--- src/rtl/clmul_pkg.sv ---
// Shared types and helpers for the digit-serial carry-less multiplier:
// FSM state encoding, digit-count arithmetic and a bitwise reference product.
package clmul_pkg;

  typedef enum logic [1:0] {
    ST_IDLE = 2'd0,
    ST_BUSY = 2'd1,
    ST_DONE = 2'd2
  } clmul_state_e;

  // Widest operand the reference product handles; narrower operands are zero-extended.
  localparam int CLMUL_REF_W = 32;

  function automatic int clmul_ndig(input int width, input int digit);
    return (width + digit - 1) / digit;
  endfunction

  function automatic logic [2*CLMUL_REF_W-1:0] clmul_ref(input logic [CLMUL_REF_W-1:0] a,
                                                         input logic [CLMUL_REF_W-1:0] b);
    logic [2*CLMUL_REF_W-1:0] p;
    p = '0;
    for (int i = 0; i < CLMUL_REF_W; i++) begin
      if (b[i]) begin
        p = p ^ ({{CLMUL_REF_W{1'b0}}, a} << i);
      end else begin
        p = p;
      end
    end
    return p;
  endfunction

endpackage

--- src/rtl/clmul_digit_serial_if.sv ---
// Operand/result handshake bundle between a producer and the digit-serial multiplier.
interface clmul_digit_serial_if #(
  parameter int WIDTH = 11
) ();
  logic               in_valid;
  logic               in_ready;
  logic [WIDTH-1:0]   a;
  logic [WIDTH-1:0]   b;
  logic               acc_mode;
  logic               out_valid;
  logic               out_ready;
  logic [2*WIDTH-2:0] y;

  modport master (
    output in_valid, a, b, acc_mode, out_ready,
    input  in_ready, out_valid, y
  );

  modport slave (
    input  in_valid, a, b, acc_mode, out_ready,
    output in_ready, out_valid, y
  );
endinterface

--- src/rtl/clmul_pp_wxd.sv ---
// Combinational WIDTH x DIGIT carry-less partial product (WIDTH+DIGIT-1 bits).
module clmul_pp_wxd #(
  parameter int WIDTH = 11,
  parameter int DIGIT = 4
) (
  input  logic [WIDTH-1:0]       i_a,
  input  logic [DIGIT-1:0]       i_d,
  output logic [WIDTH+DIGIT-2:0] o_p
);
  localparam int PW = WIDTH + DIGIT - 1;

  logic [PW-1:0] w_p;

  // XOR together the shifted copies of a selected by each digit bit
  always_comb begin
    w_p = '0;
    for (int j = 0; j < DIGIT; j++) begin
      w_p = w_p ^ ((PW'(i_a) << j) & {PW{i_d[j]}});
    end
  end

  assign o_p = w_p;
endmodule

--- src/rtl/clmul_digit_serial.sv ---
// Digit-serial GF(2)[x] multiplier: consumes DIGIT bits of b per cycle and
// delivers the full 2*WIDTH-1 bit product, optionally XORed into the previous y.
module clmul_digit_serial
  import clmul_pkg::*;
#(
  parameter int WIDTH = 11,
  parameter int DIGIT = 4
) (
  input logic                 clk,
  input logic                 rst_n,
  clmul_digit_serial_if.slave bus
);
  localparam int NDIG = clmul_ndig(WIDTH, DIGIT);
  localparam int BW   = NDIG * DIGIT;
  localparam int YW   = 2 * WIDTH - 1;
  localparam int PW   = WIDTH + DIGIT - 1;
  localparam int CW   = (NDIG > 1) ? $clog2(NDIG) : 1;
  localparam logic [CW-1:0] LAST_CNT = CW'(NDIG - 1);

  clmul_state_e     r_state;
  logic             r_in_ready;
  logic             r_out_valid;
  logic [WIDTH-1:0] r_a;
  logic [BW-1:0]    r_b;
  logic [YW-1:0]    r_acc;
  logic [YW-1:0]    r_y;
  logic [CW-1:0]    r_cnt;

  logic [PW-1:0]    w_pp;
  logic [YW-1:0]    w_term;
  logic [YW-1:0]    w_acc_next;

  // r_b shifts right every digit, so the current digit is always its LSBs
  clmul_pp_wxd #(
    .WIDTH (WIDTH),
    .DIGIT (DIGIT)
  ) u_pp (
    .i_a (r_a),
    .i_d (r_b[DIGIT-1:0]),
    .o_p (w_pp)
  );

  // pp fits in YW bits, so bits shifted past the top are structurally zero
  assign w_term     = YW'(w_pp) << (int'(r_cnt) * DIGIT);
  assign w_acc_next = r_acc ^ w_term;

  // Control FSM with counter, accumulator and registered handshake outputs
  always_ff @(posedge clk or negedge rst_n) begin
    if (!rst_n) begin
      r_state     <= ST_IDLE;
      r_in_ready  <= 1'b1;
      r_out_valid <= 1'b0;
      r_a         <= '0;
      r_b         <= '0;
      r_acc       <= '0;
      r_y         <= '0;
      r_cnt       <= '0;
    end else begin
      case (r_state)
        ST_IDLE: begin
          if (bus.in_valid) begin
            r_a        <= bus.a;
            r_b        <= BW'(bus.b);
            r_acc      <= bus.acc_mode ? r_y : '0;
            r_cnt      <= '0;
            r_in_ready <= 1'b0;
            r_state    <= ST_BUSY;
          end else begin
            r_in_ready <= 1'b1;
          end
        end
        ST_BUSY: begin
          r_acc <= w_acc_next;
          r_b   <= r_b >> DIGIT;
          r_cnt <= r_cnt + CW'(1);
          if (r_cnt == LAST_CNT) begin
            r_y         <= w_acc_next;
            r_out_valid <= 1'b1;
            r_state     <= ST_DONE;
          end else begin
            r_state <= ST_BUSY;
          end
        end
        ST_DONE: begin
          if (bus.out_ready) begin
            r_out_valid <= 1'b0;
            r_in_ready  <= 1'b1;
            r_state     <= ST_IDLE;
          end else begin
            r_state <= ST_DONE;
          end
        end
        default: begin
          r_state     <= ST_IDLE;
          r_in_ready  <= 1'b1;
          r_out_valid <= 1'b0;
        end
      endcase
    end
  end

  assign bus.in_ready  = r_in_ready;
  assign bus.out_valid = r_out_valid;
  assign bus.y         = r_y;
endmodule

--- src/flat_wrapper.sv ---
// flat-port wrapper written by rule: the top's interface ports become plain ports
module clmul_digit_serial_flat import clmul_pkg::*;
#(
  parameter int WIDTH = 11,
  parameter int DIGIT = 4
)
  (clk, rst_n, bus_in_valid, bus_a, bus_b, bus_acc_mode, bus_out_ready, bus_in_ready, bus_out_valid, bus_y);
  clmul_digit_serial_if #(.WIDTH(WIDTH)) bus_i ();
  input logic clk;
  input logic rst_n;
  input wire logic [$bits(bus_i.in_valid)-1:0] bus_in_valid;
  input wire logic [$bits(bus_i.a)-1:0] bus_a;
  input wire logic [$bits(bus_i.b)-1:0] bus_b;
  input wire logic [$bits(bus_i.acc_mode)-1:0] bus_acc_mode;
  input wire logic [$bits(bus_i.out_ready)-1:0] bus_out_ready;
  output wire logic [$bits(bus_i.in_ready)-1:0] bus_in_ready;
  output wire logic [$bits(bus_i.out_valid)-1:0] bus_out_valid;
  output wire logic [$bits(bus_i.y)-1:0] bus_y;
  assign bus_i.in_valid = bus_in_valid;
  assign bus_i.a = bus_a;
  assign bus_i.b = bus_b;
  assign bus_i.acc_mode = bus_acc_mode;
  assign bus_i.out_ready = bus_out_ready;
  assign bus_in_ready = bus_i.in_ready;
  assign bus_out_valid = bus_i.out_valid;
  assign bus_y = bus_i.y;
  clmul_digit_serial #(.WIDTH(WIDTH), .DIGIT(DIGIT)) u_core (.clk(clk), .rst_n(rst_n), .bus(bus_i));
endmodule
--- config.mk ---
export PLATFORM = sky130hd
export DESIGN_NAME = clmul_digit_serial_flat
export DESIGN_NICKNAME = d
export VERILOG_FILES = /design/src/rtl/clmul_pkg.sv /design/src/rtl/clmul_digit_serial_if.sv /design/src/rtl/clmul_pp_wxd.sv /design/src/rtl/clmul_digit_serial.sv /design/src/flat_wrapper.sv
export SDC_FILE = /design/constraint.sdc
export NUM_CORES = 1
export LEC_CHECK = 0
export ABC_CLOCK_PERIOD_IN_PS = 5000
export BUFFER_PORTS_ARGS = -buffer_cell sky130_fd_sc_hd__buf_2
export CORE_MARGIN = 2
export CORE_UTILIZATION = 40
export DETAILED_ROUTE_END_ITERATION = 10
export SLEW_MARGIN = 10
export SYNTH_ARGS = -nofsm -noshare
export SYNTH_HDL_FRONTEND = slang
export SYNTH_SLANG_ARGS = --single-unit
--- constraint.sdc ---
create_clock -name clk -period 5 [get_ports clk]
set_input_delay 1.5 -clock clk [delete_from_list [all_inputs] [get_ports clk]]
set_output_delay 1.5 -clock clk [all_outputs]
set_load 0.01 [all_outputs]
==> results of run 1 <==
[per-layer routing]
layer  routed length (µm)  GRT usage, %
met1                 5090          27.2
met2                 5310          32.4
met3                  460          2.97
met4                  161          6.68
met5                    0             0
[worst paths after layout]
kind,startpoint,end,slack (ps)
setup / recovery,u_core.r_cnt[1],u_core.bus.y[13],2300
max in group asynchronous,rst_n,u_core.bus.in_ready,2800
hold / removal,u_core.bus.y[14],u_core.bus.y[14],510
setup reg to reg,u_core.r_cnt[1],u_core.bus.y[13],2300
hold reg to reg,u_core.bus.y[14],u_core.bus.y[14],510
min in group asynchronous,rst_n,u_core.r_acc[14],1190
[synthesized netlist by cell type (5+ instances only)]
cell / instances / area share, %
xnor2_1: 17 / 3.5
nor2_1: 31 / 2.7
or4_1: 5 / 0.88
clkbuf_1: 24 / 2.1
nand3_1: 18 / 2.1
a31oi_1: 11 / 1.6
o211ai_1: 6 / 1.1
xor2_1: 14 / 2.9
o31ai_1: 6 / 1.1
dfrtp_1: 69 / 40
a21oi_1: 29 / 3.4
a211o_1: 5 / 1.0
nand2_1: 143 / 13
o21ai_0: 25 / 2.9
a211oi_1: 14 / 2.5
inv_1: 8 / 0.70
and3_1: 8 / 1.2
o21ai_1: 5 / 0.58
[state kept, by name (all words and copies together), names as in the netlist]
| name | flops |
|---|---|
| u_core.r_b | 11 |
| u_core.bus.in_ready | 1 |
| u_core.r_cnt | 2 |
| u_core.r_a | 11 |
| u_core.r_acc | 21 |
| u_core.r_state | 2 |
| u_core.bus.y | 21 |
| u_core.bus.out_valid | 1 |
[cell type report]
type / count / share of cell area [%]
Inverter: 9 / 0.697
Tap cell: 136 / 3.51
Clock buffer: 11 / 3.13
Timing Repair Buffer: 56 / 6.15
Multi-Input combinational cell: 404 / 48.6
Sequential cell: 70 / 36.2
Clock inverter: 5 / 1.68
[tightest hold or removal path, cell delays in order (launching register included)]
cell	delay (ps)
dfrtp_1	370
nand2_1	50
o31ai_1	60
[cells by family after synthesis]
logic type                 count (synthesis)
DFF                                       70
xor gates and xnor gates                  40
AOI/OAI and AO/OA                        134
buffers and inverters                     43
and+or+nand+nor                          226
muxes                                      3
adders and majority gates                  1
[power groups by stage]
stage | clock, mW | sequential [mW] | combinational (mW)
after global placement | 0 | 1.17 | 2.33
after global routing | 0.573 | 1.22 | 2.66
after floorplan | 0 | 1.09 | 1.85
after detailed placement | 0 | 1.18 | 2.38
final | 0.539 | 1.18 | 2.39
after CTS | 0.550 | 1.18 | 2.39
==> qor.csv, run 1 <==
stage,metric,value,unit
detailed_routing,Routed wire per std cell,15.9,µm
floorplan,die area,11600,µm²
global_route,first-pass GRT wire length,18300,µm
worst_setup_path,element type at the critical path end,flop,
worst_setup_path,crit path kind,reg2reg,
sta,min cycle time layout,2700,ps
sta,RSZ-0062 raised after global routing,no,
synth,Post-Synth XOR/XNOR Area,10.1,%
floorplan,io pins,50,
sta,final setup vio count,0,
sta,maximum clock frequency,371,MHz
detailed_routing,Vias,3787,
clock_tree,sink count of the clock tree,70,
synth,average cell area after synthesis,8.29,µm²
floorplan,core area,10400,µm²
global_route,GR Util All Layers,20.0,%
power,Leak,2.19,nW
detailed_routing,Residual DRC,0,
worst_setup_path,CP top delay family,simple AND/OR/NAND/NOR gates,
power,Clk network pwr share,13.1,%
cells_and_area,Finished Layout Cells,691,
worst_setup_path,Worst Path Max Fanout,29,
power,P_sw,2.01,mW
floorplan,FP Rows,37,
synth,"EDFF count, synth",0,
sta,final worst-path cycle share,54.0,%
synth,Mapped Nets,545,
cells_and_area,"most common cell after layout, fill and taps aside",nand2_1,
clock_tree,CTS tree,done,
synth,Synth Register Bits,70,
sta,clock skew,11.8,ps
worst_setup_path,Worst Path Buf+Inv,0,
place,Buffers on Ports,49,
sta,Fin. Hold Viols,0,
clock_tree,Max clock buf depth,2,
synth,"Primary FF master, synth",dfrtp_1,
power,switch share,49.0,%
worst_setup_path,Levels on crit path,4,
sta,final worst hold slack,508,ps
power,total power,4.11,mW
power,Int Pwr,2.10,mW
detailed_routing,DRT Pass-1 Iters,5,
synth,mux contribution to synthesized area,0.730,%
detailed_routing,post-route ant nets,0,
place,Inst Count DP,675,
synth,Synth Area in Adders,0.292,%
synth,"FFs w/ async S/R, synth",100,%
outcome,status,completed,
place,dpl ws,1930,ps
floorplan,Initial Utilization,41.3,%
worst_setup_path,CP max stage delay,860,ps
synth,Synth warnings,0,
place,dpl hpwl,7540,µm
synth,"Distinct cells, synth",61,
floorplan,Die Wd,108,µm
clock_tree,Root Driver,clkbuf_8,
sta,worst setup margin,2300,ps
worst_setup_path,required time worst endpoint,5270,ps
worst_setup_path,Worst Path Arrival,2970,ps
clock_tree,later-pin clock latency in the skew report,350,ps
clock_tree,post-CTS setup buffers,0,
cells_and_area,nets,578,
power,share of power burned in registers,28.7,%
cells_and_area,layout cell share with drive strength beyond 1,17.1,%
worst_hold_path,worst min path class,reg2reg,
synth,count of mapped cells out of synthesis,517,
worst_setup_path,crit path launch type,flop,
sta,max_slew headroom,34.5,%
cells_and_area,Area Growth Syn to Fin,13.0,%
sta,Max Slew Vio Count,0,
floorplan,die height,108,µm
synth,largest family of logic cells by synthesized area,simple AND/OR/NAND/NOR gates,
global_route,initial antenna violation count,0,
sta,Setup Total Neg Slack,0,ps
detailed_routing,Detailed Route Iter0 Violations,218,
cells_and_area,antenna fix cells,0,
worst_setup_path,Register-to-Register Path Depth,4,
place,final RePlAce weighted congestion,0.839,
synth,simple logic cell fraction of the synthesized area,22.7,%
power,Power Dens Cells,848,nW/µm²
synth,Synth Area in Compound Gates,21.0,%
cells_and_area,multi-input logic area,2360,µm²
clock_tree,htree depth,3,
cells_and_area,post-layout util,46.7,%
global_route,Overflow after GRT,0,
synth,post-synthesis sequential area ratio,40.9,%
power,Worst IR Drop VDD,0.381,mV
cells_and_area,post-route cell area,4840,µm²
job,number of max-cap violations,0,
place,placed inst area,4610,µm²
sta,slew at the pin closest to its max-slew limit,980,ps
worst_setup_path,crit-path cells,"ha_1, nand2_1, or4_1, nand3_1",
detailed_routing,vias per inst,5.48,
detailed_routing,routed wire length,11000,µm
cells_and_area,most frequent cells in the layout,"nand2_1, dfrtp_1, buf_2",
power,Combinational Power Share,58.2,%
clock_tree,Hold Buf Count CTS,0,
global_route,largest net degree at the start of global routing,42,
worst_hold_path,WHS Path Cells,2,
worst_setup_path,CP max stage cell,dfrtp_1,
clock_tree,Clock Pin Slew Worst Setup and Hold Paths,90,ps
global_route,vias in the first global route,3683,
synth,Post-Syn Area,4290,µm²
clock_tree,CTS Buf Count,9,
clock_tree,PostCTS Resize Cnt,0,
cells_and_area,Reg area,1750,µm²
cells_and_area,filler instances,1041,
(Power assumes the default switching activity.)
==> run 2: changes to the inputs <==
--- a/config.mk
+++ b/config.mk
@@ -5,7 +5,7 @@
 export SDC_FILE = /design/constraint.sdc
 export NUM_CORES = 1
 export LEC_CHECK = 0
-export ABC_CLOCK_PERIOD_IN_PS = 5000
+export ABC_CLOCK_PERIOD_IN_PS = 2200
 export BUFFER_PORTS_ARGS = -buffer_cell sky130_fd_sc_hd__buf_2
 export CORE_MARGIN = 2
 export CORE_UTILIZATION = 40
==> constraint.sdc (replaced) <==
create_clock -name clk -period 2.2 [get_ports clk]
set_input_delay 0.66 -clock clk [delete_from_list [all_inputs] [get_ports clk]]
set_output_delay 0.66 -clock clk [all_outputs]
set_load 0.01 [all_outputs]
==> run 2 against run 1 <==
- die area is the same
- sequential cell count stayed put
- highest routed layer unchanged
- critical endpoint unchanged
- largest cell class unchanged
- first-iteration DRC count decreased by 14%
- clock power rose by 71%
==> qor.csv, run 2 (synthesis gave the netlist of run 1 again) <==
stage,metric,value,unit
outcome,status,completed,
power,total power,9.23,mW
sta,clock skew,14.8,ps
detailed_routing,Detailed Route Iter0 Violations,187,
global_route,GR Util All Layers,21.1,%
clock_tree,Root Driver,clkbuf_8,
floorplan,io pins,50,
sta,final setup vio count,0,
worst_setup_path,flop2flop setup slack,240,ps
worst_setup_path,reg-to-reg critical path endpoint,u_core.bus.y[13],
place,dpl ws,39.0,ps
detailed_routing,Residual DRC,0,
worst_setup_path,crit path launch type,flop,
cells_and_area,Area Growth Syn to Fin,14.6,%
worst_setup_path,reg2reg start,u_core.r_cnt[0],
place,final RePlAce weighted congestion,0.932,
worst_setup_path,required time worst endpoint,2510,ps
sta,final worst hold slack,292,ps
worst_setup_path,CP max stage cell,or4_1,
cells_and_area,post-layout util,47.4,%
place,dpl hpwl,8150,µm
sta,final worst-path cycle share,88.9,%
sta,maximum clock frequency,511,MHz
sta,Max Slew Vio Count,0,
worst_setup_path,crit path kind,reg2reg,
global_route,Overflow after GRT,0,
floorplan,die area,11600,µm²
cells_and_area,multi-input logic area,2360,µm²
worst_setup_path,element type at the critical path end,flop,
sta,max_slew headroom,61.2,%
cells_and_area,filler instances,1021,
clock_tree,post-CTS setup buffers,0,
worst_setup_path,Worst Path Buf+Inv,2,
sta,worst setup margin,244,ps
floorplan,Die Wd,108,µm
worst_setup_path,Worst Path Max Fanout,43,
place,Buffers on Ports,49,
clock_tree,Clock Pin Slew Worst Setup and Hold Paths,80,ps
power,Worst IR Drop VDD,0.818,mV
clock_tree,CTS tree,done,
clock_tree,htree depth,3,
sta,min cycle time layout,1960,ps
worst_hold_path,worst min path class,in2async,
global_route,first-pass GRT wire length,19000,µm
clock_tree,CTS Buf Count,9,
job,number of max-cap violations,0,
floorplan,die height,108,µm
global_route,met2 Use GR,33.2,%
cells_and_area,nets,588,
floorplan,FP Rows,37,
worst_setup_path,CP max stage delay,510,ps
detailed_routing,Vias,3819,
worst_setup_path,Register-to-Register Path Depth,6,
detailed_routing,Routed wire per std cell,16.1,µm
global_route,largest net degree at the start of global routing,44,
sta,Fin. Hold Viols,0,
power,Leak,2.23,nW
clock_tree,sink count of the clock tree,70,
cells_and_area,most frequent cells in the layout,"nand2_1, dfrtp_1, buf_2",
cells_and_area,Reg area,1760,µm²
sta,slew at the pin closest to its max-slew limit,582,ps
worst_setup_path,crit-path cells,"inv_2, ha_1, nand2_1, buf_12, or4_1, nand3_1",
global_route,initial antenna violation count,0,
worst_setup_path,CP top delay family,simple AND/OR/NAND/NOR gates,
detailed_routing,routed wire length,11300,µm
cells_and_area,layout cell share with drive strength beyond 1,18.8,%
detailed_routing,vias per inst,5.45,
detailed_routing,post-route ant nets,0,
cells_and_area,"most common cell after layout, fill and taps aside",nand2_1,
global_route,Most Crowded Layer GR,met2,
global_route,met1 Usage GRT,28.0,%
detailed_routing,DRT Pass-1 Iters,7,
power,Power Dens Cells,1880,nW/µm²
worst_setup_path,Worst Path Arrival,2260,ps
global_route,met3 global-route usage,5.15,%
sta,Setup Total Neg Slack,0,ps
cells_and_area,antenna fix cells,0,
sta,RSZ-0062 raised after global routing,no,
floorplan,Initial Utilization,41.3,%
global_route,vias in the first global route,3754,
clock_tree,later-pin clock latency in the skew report,360,ps
floorplan,core area,10400,µm²
clock_tree,Max clock buf depth,2,
run 2: metrics by stage:
step	instance area (µm²)	instances
after floorplan	4290	517
after global placement	4740	685
after detailed placement	4740	685
after CTS	4900	701
after global routing	4910	701
final	4910	701
run 2: routing by layer:
metal  up-vias  part of all wire [%]
met4         0                   1.7
met1      1851                    46
met3        13                   4.8
met5         -                     0
met2        79                    47
li1       1876                     -
run 2: worst max path at each step:
stage,end,depth (start not counted),from
2_1_floorplan,u_core.r_acc[9],4,bus_in_valid
3_3_place_gp,u_core.bus.y[15],6,u_core.r_b[1]
3_5_place_dp,u_core.bus.y[15],6,u_core.r_b[1]
4_1_cts,u_core.bus.y[15],6,u_core.r_b[1]
5_1_grt,u_core.r_acc[7],6,u_core.r_b[1]
6_report,u_core.bus.y[13],6,u_core.r_cnt[0]
run 2: worst register-to-register path: cells and delay by family (launching register included):
family	cells	cell delay, ps
fa+ha+maj	1	250
simple gates	3	720
flops	1	500
buf+inv	2	430
run 2: power breakdown:
group	internal, mW	leakage [nW]	switching (mW)
registers	1.95	0.852	0.711
logic	2.28	1.29	3.37
clock network	0.439	0.0844	0.481
run 2: layout make-up:
class | instances | area share [%]
multi-input cells | 404 | 48.1
flip-flops and latches | 70 | 35.8
repair buffers | 66 | 8.61
well taps | 136 | 3.46
clock buffers | 14 | 3.11
inverters | 9 | 0.688
clock inverters | 2 | 0.204
run 2: timing repair:
action,in CTS,in global routing
hold buffers,0,0
setup endpoints to repair,0,7
hold endpoints to repair,0,0
resized for setup,0,5
